File: src/rtl/cim_param_rx.sv
// Per-CiM parameter receiver: snoops the shared bus and turns targeted data
// streams and broadcast patch loads into local memory writes.
package cim_bus_pkg;
  localparam int N_STORAGE = 16;
  localparam int NUM_CIMS  = 64;
  localparam int TGT_W     = $clog2(NUM_CIMS);

  typedef logic [3:0] op_t;
  localparam op_t NOP                           = 4'd0;
  localparam op_t DATA_STREAM_START_OP          = 4'd1;
  localparam op_t DATA_STREAM_OP                = 4'd2;
  localparam op_t PATCH_LOAD_BROADCAST_START_OP = 4'd3;
  localparam op_t PATCH_LOAD_BROADCAST_OP       = 4'd4;

  typedef struct packed {
    op_t                         op;
    logic [2:0][N_STORAGE-1:0]   data;
    logic [TGT_W-1:0]            target_or_sender;
  } bus_t;
endpackage

module cim_param_rx
  import cim_bus_pkg::*;
#(
  parameter int CIM_ID      = 0,
  parameter int ADDR_W      = 10,
  parameter int PATCH_LEN   = 64,
  parameter int NUM_PATCHES = 60,
  parameter int PATCH_BASE  = 'h200
) (
  input  logic              clk,
  input  logic              rst,
  input  bus_t              bus,
  output logic              mem_wr_en,
  output logic [ADDR_W-1:0] mem_wr_addr,
  output logic [15:0]       mem_wr_data,
  output logic              param_done,
  output logic              patch_done,
  output logic              busy,
  output logic              overflow_err
);

  localparam logic [1:0] S_IDLE   = 2'd0;
  localparam logic [1:0] S_STREAM = 2'd1;
  localparam logic [1:0] S_PATCH  = 2'd2;

  localparam logic [16:0]      P_LO  = 17'(CIM_ID * PATCH_LEN);
  localparam logic [16:0]      P_LEN = 17'(PATCH_LEN);
  localparam logic [16:0]      P_TOT = 17'(NUM_PATCHES * PATCH_LEN);
  localparam logic [TGT_W-1:0] MY_ID = TGT_W'(CIM_ID);

  logic [1:0]          state;
  logic [ADDR_W-1:0]   base;
  logic [16:0]         len, count, wr_idx, idx;
  logic [2:0][15:0]    sr;
  logic [1:0]          sr_cnt;
  logic                pw_vld;
  logic [ADDR_W-1:0]   pw_addr;
  logic [15:0]         pw_data;

  logic       hit, is_start, in_range;
  logic [1:0] n_take;

  assign hit      = (bus.target_or_sender == MY_ID);
  assign is_start = (bus.op == DATA_STREAM_START_OP) && hit;
  assign n_take   = ((len - count) > 17'd3) ? 2'd3 : 2'(len - count);
  // Single unsigned compare: idx below the window wraps to a huge offset.
  assign in_range = ((idx - P_LO) < P_LEN);
  assign busy     = (state != S_IDLE) || (sr_cnt != 2'd0);

  always_ff @(posedge clk or posedge rst) begin
    if (rst) begin
      state        <= S_IDLE;
      base         <= '0;
      len          <= '0;
      count        <= '0;
      wr_idx       <= '0;
      idx          <= '0;
      sr           <= '0;
      sr_cnt       <= '0;
      pw_vld       <= 1'b0;
      pw_addr      <= '0;
      pw_data      <= '0;
      mem_wr_en    <= 1'b0;
      mem_wr_addr  <= '0;
      mem_wr_data  <= '0;
      param_done   <= 1'b0;
      patch_done   <= 1'b0;
      overflow_err <= 1'b0;
    end else begin
      mem_wr_en  <= 1'b0;
      param_done <= 1'b0;
      patch_done <= 1'b0;
      pw_vld     <= 1'b0;

      if (pw_vld) begin
        mem_wr_en   <= 1'b1;
        mem_wr_addr <= pw_addr;
        mem_wr_data <= pw_data;
      end

      if (is_start) begin
        // A matching START preempts everything, including queued words.
        base         <= bus.data[0][ADDR_W-1:0];
        len          <= {1'b0, bus.data[1]};
        count        <= '0;
        wr_idx       <= '0;
        sr_cnt       <= '0;
        overflow_err <= 1'b0;
        state        <= S_STREAM;
      end else begin
        if (sr_cnt != 2'd0) begin
          mem_wr_en   <= 1'b1;
          mem_wr_addr <= base + wr_idx[ADDR_W-1:0];
          mem_wr_data <= sr[0];
          sr          <= {16'h0, sr[2], sr[1]};
          sr_cnt      <= sr_cnt - 2'd1;
          wr_idx      <= wr_idx + 17'd1;
        end

        case (state)
          S_IDLE: begin
            if (bus.op == PATCH_LOAD_BROADCAST_START_OP) begin
              idx   <= '0;
              state <= S_PATCH;
            end
          end
          S_STREAM: begin
            if (count == len && sr_cnt == 2'd0) begin
              param_done <= 1'b1;
              state      <= S_IDLE;
            end else if (bus.op == DATA_STREAM_OP && hit) begin
              if (sr_cnt != 2'd0) begin
                overflow_err <= 1'b1;
              end else if (count != len) begin
                sr     <= bus.data;
                sr_cnt <= n_take;
                count  <= count + 17'(n_take);
              end
            end
          end
          S_PATCH: begin
            if (bus.op == PATCH_LOAD_BROADCAST_START_OP) begin
              idx <= '0;
            end else if (idx == P_TOT) begin
              patch_done <= 1'b1;
              state      <= S_IDLE;
            end else if (bus.op == PATCH_LOAD_BROADCAST_OP) begin
              if (in_range) begin
                pw_vld  <= 1'b1;
                pw_addr <= ADDR_W'(PATCH_BASE) + ADDR_W'(idx - P_LO);
                pw_data <= bus.data[0];
              end
              idx <= idx + 17'd1;
            end
          end
          default: state <= S_IDLE;
        endcase
      end
    end
  end

endmodule

File: config.mk
export PLATFORM = sky130hd
export DESIGN_NAME = cim_param_rx
export DESIGN_NICKNAME = d
export VERILOG_FILES = /design/src/rtl/cim_param_rx.sv
export SDC_FILE = /design/constraint.sdc
export NUM_CORES = 1
export LEC_CHECK = 0
export CAP_MARGIN = 20
export CORE_ASPECT_RATIO = 0.9
export CORE_UTILIZATION = 54
export CTS_BUF_LIST = sky130_fd_sc_hd__clkbuf_8
export DETAILED_ROUTE_END_ITERATION = 10
export GPL_ROUTABILITY_DRIVEN = 0
export PLACE_DENSITY = 0.79
export SLEW_MARGIN = 20
export SYNTH_ARGS = -nofsm -noshare
export SYNTH_HDL_FRONTEND = slang
export SYNTH_SLANG_ARGS = --single-unit
export TNS_END_PERCENT = 30
File: constraint.sdc
create_clock -name clk -period 6.04 [get_ports clk]
set_clock_uncertainty 0.05 [all_clocks]
set_input_delay 1.208 -clock clk [delete_from_list [all_inputs] [get_ports clk]]
set_output_delay 1.208 -clock clk [all_outputs]
set_load 0.005 [all_outputs]
==> impl_metrics.env <==
export IMPL_cts_tree="built"
export IMPL_grt_pass1_wl_um=35300
export IMPL_crit_fanout=4
export IMPL_max_stage_delay_ps=450
export IMPL_tightest_slew_ps=1080
export IMPL_synth_nets=1032
export IMPL_synth_most_common_cell="dfrtp_1"
export IMPL_finalSetupTns_ps=0
export IMPL_yosys_area_top_type_share_pct=49.5
export IMPL_synthTopCellsByArea="dfrtp_1 50%, nand2_1 5.4%, ha_1 4.1%"
export IMPL_crit_arrival_ps=4530
export IMPL_layout_cells_non_filler=1234
export IMPL_crit_slowest_cell="or3_1"
export IMPL_synth_avg_cell_area_um2=9.63
export IMPL_numClockSinks=179
export IMPL_reg2reg_depth=17
export IMPL_fill_cells=1342
export IMPL_maxSlewViolCount=0
export IMPL_core_area_um2=16200
export IMPL_track_usage_pct=25.9
export IMPL_start_util_pct=55.7
export IMPL_cp_required_ps=6390
export IMPL_die_area_um2=17300
export IMPL_hold_end="base[3]"
export IMPL_grt_pass1_vias=6951
export IMPL_path_delay_family="simple AND/OR/NAND/NOR gates"
export IMPL_synth_cell_types=62
export IMPL_die_w_um=138
export IMPL_critPathKind="flip-flop to flip-flop"
export IMPL_crit_start="count[0]"
export IMPL_grt_start_max_net_pins=180
export IMPL_grt_ovfl_total=0
export IMPL_dr_pass1_iters=10
export IMPL_ioPinCount=91
export IMPL_violations="design-rule violations"
export IMPL_async_reset_ff_share_pct=100
export IMPL_syn_cell_area_um2=9040
export IMPL_post_cts_repair_setup_buffers=0
export IMPL_ys_seq_area_share_pct=49.5
export IMPL_met2_usage_pct=40.3
export IMPL_peakVddDrop_v=0.000177
export IMPL_hold_buffers=0
export IMPL_ys_ff_latch=179
export IMPL_maxSlewHeadroom_pct=27.9
export IMPL_viasPerCell=5.95
export IMPL_synth_edff_count=0
export IMPL_layout_area_overhead_vs_synth_pct=16.5
export IMPL_clock_latency_ps=480
export IMPL_finalHoldViolCount=0
export IMPL_root_buffer="clkbuf_8"
export IMPL_critPathLaunchType="flip-flop"
export IMPL_ys_warnings_count=0
export IMPL_top_usage_layer="met2"
export IMPL_r2r_setup_slack_ps=1860
export IMPL_yosys_top_cells_count="179 x dfrtp_1, 129 x nand2_1, 97 x nor2_1"
export IMPL_die_y_um=125
export IMPL_cp_depth=17
export IMPL_end_kind="flip-flop"
export IMPL_port_buffers=90
export IMPL_synth_top_flop_cell="dfrtp_1"
export IMPL_wire_per_inst_um=17.2
export IMPL_ant_nets=0
export IMPL_drv_cap=0
export IMPL_hp_class="flip-flop to flip-flop"
export IMPL_drt_wl_total_um=21300
export IMPL_postCtsResizedCells=0
export IMPL_cts_made_buffers=17
export IMPL_route_detailed_drc=10
export IMPL_worstPathCellList="ha_1 -> fa_1 -> nand2b_1 -> a21oi_1 -> o22a_1 -> a31oi_1 -> mux2_2 -> nor2_1 -> and4_1 -> nand3_1 -> ha_1 -> inv_1 -> fa_1 -> nand2b_1 -> or3_1 -> or3_1 -> a21oi_1"
export IMPL_p_per_area_nw_per_um2=246
export IMPL_setup_viol=0
export IMPL_stdcell_area_um2=10500
export IMPL_grt_util_met3_pct=3.88
export IMPL_drt_initial_drc_count=627
export IMPL_clk_pin_slew_ps=100
export IMPL_p_leak_nw=4.82
export IMPL_finalNetCount=1107
export IMPL_post_dp_hpwl_um=14600
export IMPL_antenna_cells=0
export IMPL_max_freq_mhz=239
export IMPL_rsz0062_at_grt="false"
export IMPL_clk_path_buf_depth=2
export IMPL_syn_inst=939
export IMPL_yosysTopAreaCell="dfrtp_1"
export IMPL_vias=7342
export IMPL_fin_total_pwr_mw=2.59
export IMPL_cp_num_buf_inv=1
export IMPL_min_path_cells=2
export IMPL_drive_above_1_share_pct=8.18
export IMPL_worstHoldStart="base[3]"
export IMPL_fin_crit_sh_pct=69.3
export IMPL_rows=44
export IMPL_met1_usage_pct=37.3
export IMPL_period_needed_ps=4180
export IMPL_placed_area_um2=10200
export IMPL_htreeDepth=4
export IMPL_placed_cells=1202
export IMPL_antenna_found_initial=0
export IMPL_r2r_end="count[14]"
export IMPL_status="finished, violations left"
export IMPL_r2r_start="count[0]"
==> power breakdown <==
group | total [mW] | switching, mW | internal (mW) | leakage [nW]
logic | 0.403 | 0.171 | 0.232 | 2.24
clock network | 0.780 | 0.471 | 0.309 | 0.187
registers | 1.40 | 0.0829 | 1.32 | 2.40
==> worst max-delay path by stage <==
stage,end,slack [ps]
5_1_grt,count[14],1550
4_1_cts,count[14],1880
2_1_floorplan,count[14],2260
6_report,count[14],1860
3_5_place_dp,idx[6],1650
3_3_place_gp,idx[6],1840
==> registers in the layout, indices dropped and copies added (netlist names), 2 cells and up <==
name and cells:
sr 48, count 17, idx 17, len 16
mem_wr_data 16, pw_data 16, base 10, mem_wr_addr 10
pw_addr 10, wr_idx 10, sr_cnt 2, state 2
==> layer usage <==
layer  vias to the layer above  routed length [um]
met1                      3641               10000
met4                         0                 302
li1                       3450                   -
met5                         -                   0
met2                       227                9790
met3                        24                1170
==> per-stage QoR <==
stage / hold WS, ps / setup WS (ps) / utilization, %
3_3_place_gp: 408 / 1840 / 62.6
4_1_cts: 435 / 1880 / 64.9
6_report: 432 / 1860 / 64.9
2_1_floorplan: 389 / 2260 / -
5_1_grt: 444 / 1550 / 64.9
3_5_place_dp: 405 / 1650 / 62.6
==> logic make-up (layout without fill, tap and decap cells) <==
family | after synthesis | count (layout) | synth area share [%]
flops | 179 | 179 | 49.5
fa+ha+maj | 33 | 33 | 4.81
simple gates | 346 | 346 | 18.0
compound gates | 202 | 202 | 13.9
mux | 49 | 49 | 5.75
xor+xnor | 47 | 47 | 4.55
buf+inv | 83 | 171 | 3.47
==> cell usage in the layout, fill, tap and decap left out, types with 11 or more instances in the layout <==
master and instances:
dfrtp_1 179, nand2_1 128, nor2_1 94, clkdlybuf4s50_1 90
a21oi_1 58, o21ai_0 48, inv_1 38, o22ai_1 35
ha_1 30, xnor2_1 27, mux2i_1 25, mux2_2 24
xor2_1 20, clkbuf_8 18, nand3_1 17, nand4_1 16
a22o_1 16, nor3_1 14, nor2b_1 11
==> area by class of cell <==
| class | count | area, um^2 | area share [%] |
|---|---|---|---|
| Sequential cell | 179 | 4480 | 42.5 |
| Multi-Input combinational cell | 677 | 4290 | 40.7 |
| Timing Repair Buffer | 101 | 996 | 9.45 |
| Tap cell | 207 | 259 | 2.46 |
| Clock buffer | 18 | 248 | 2.35 |
| Inverter | 38 | 146 | 1.39 |
| Clock inverter | 14 | 120 | 1.14 |
==> worst min-delay path, delay by kind of cell, from the launching register on <==
family,cells,cell delay [ps]
and+or+nand+nor,2,100
DFF,1,360
No activity file was read; power rests on OpenSTA's default activity.
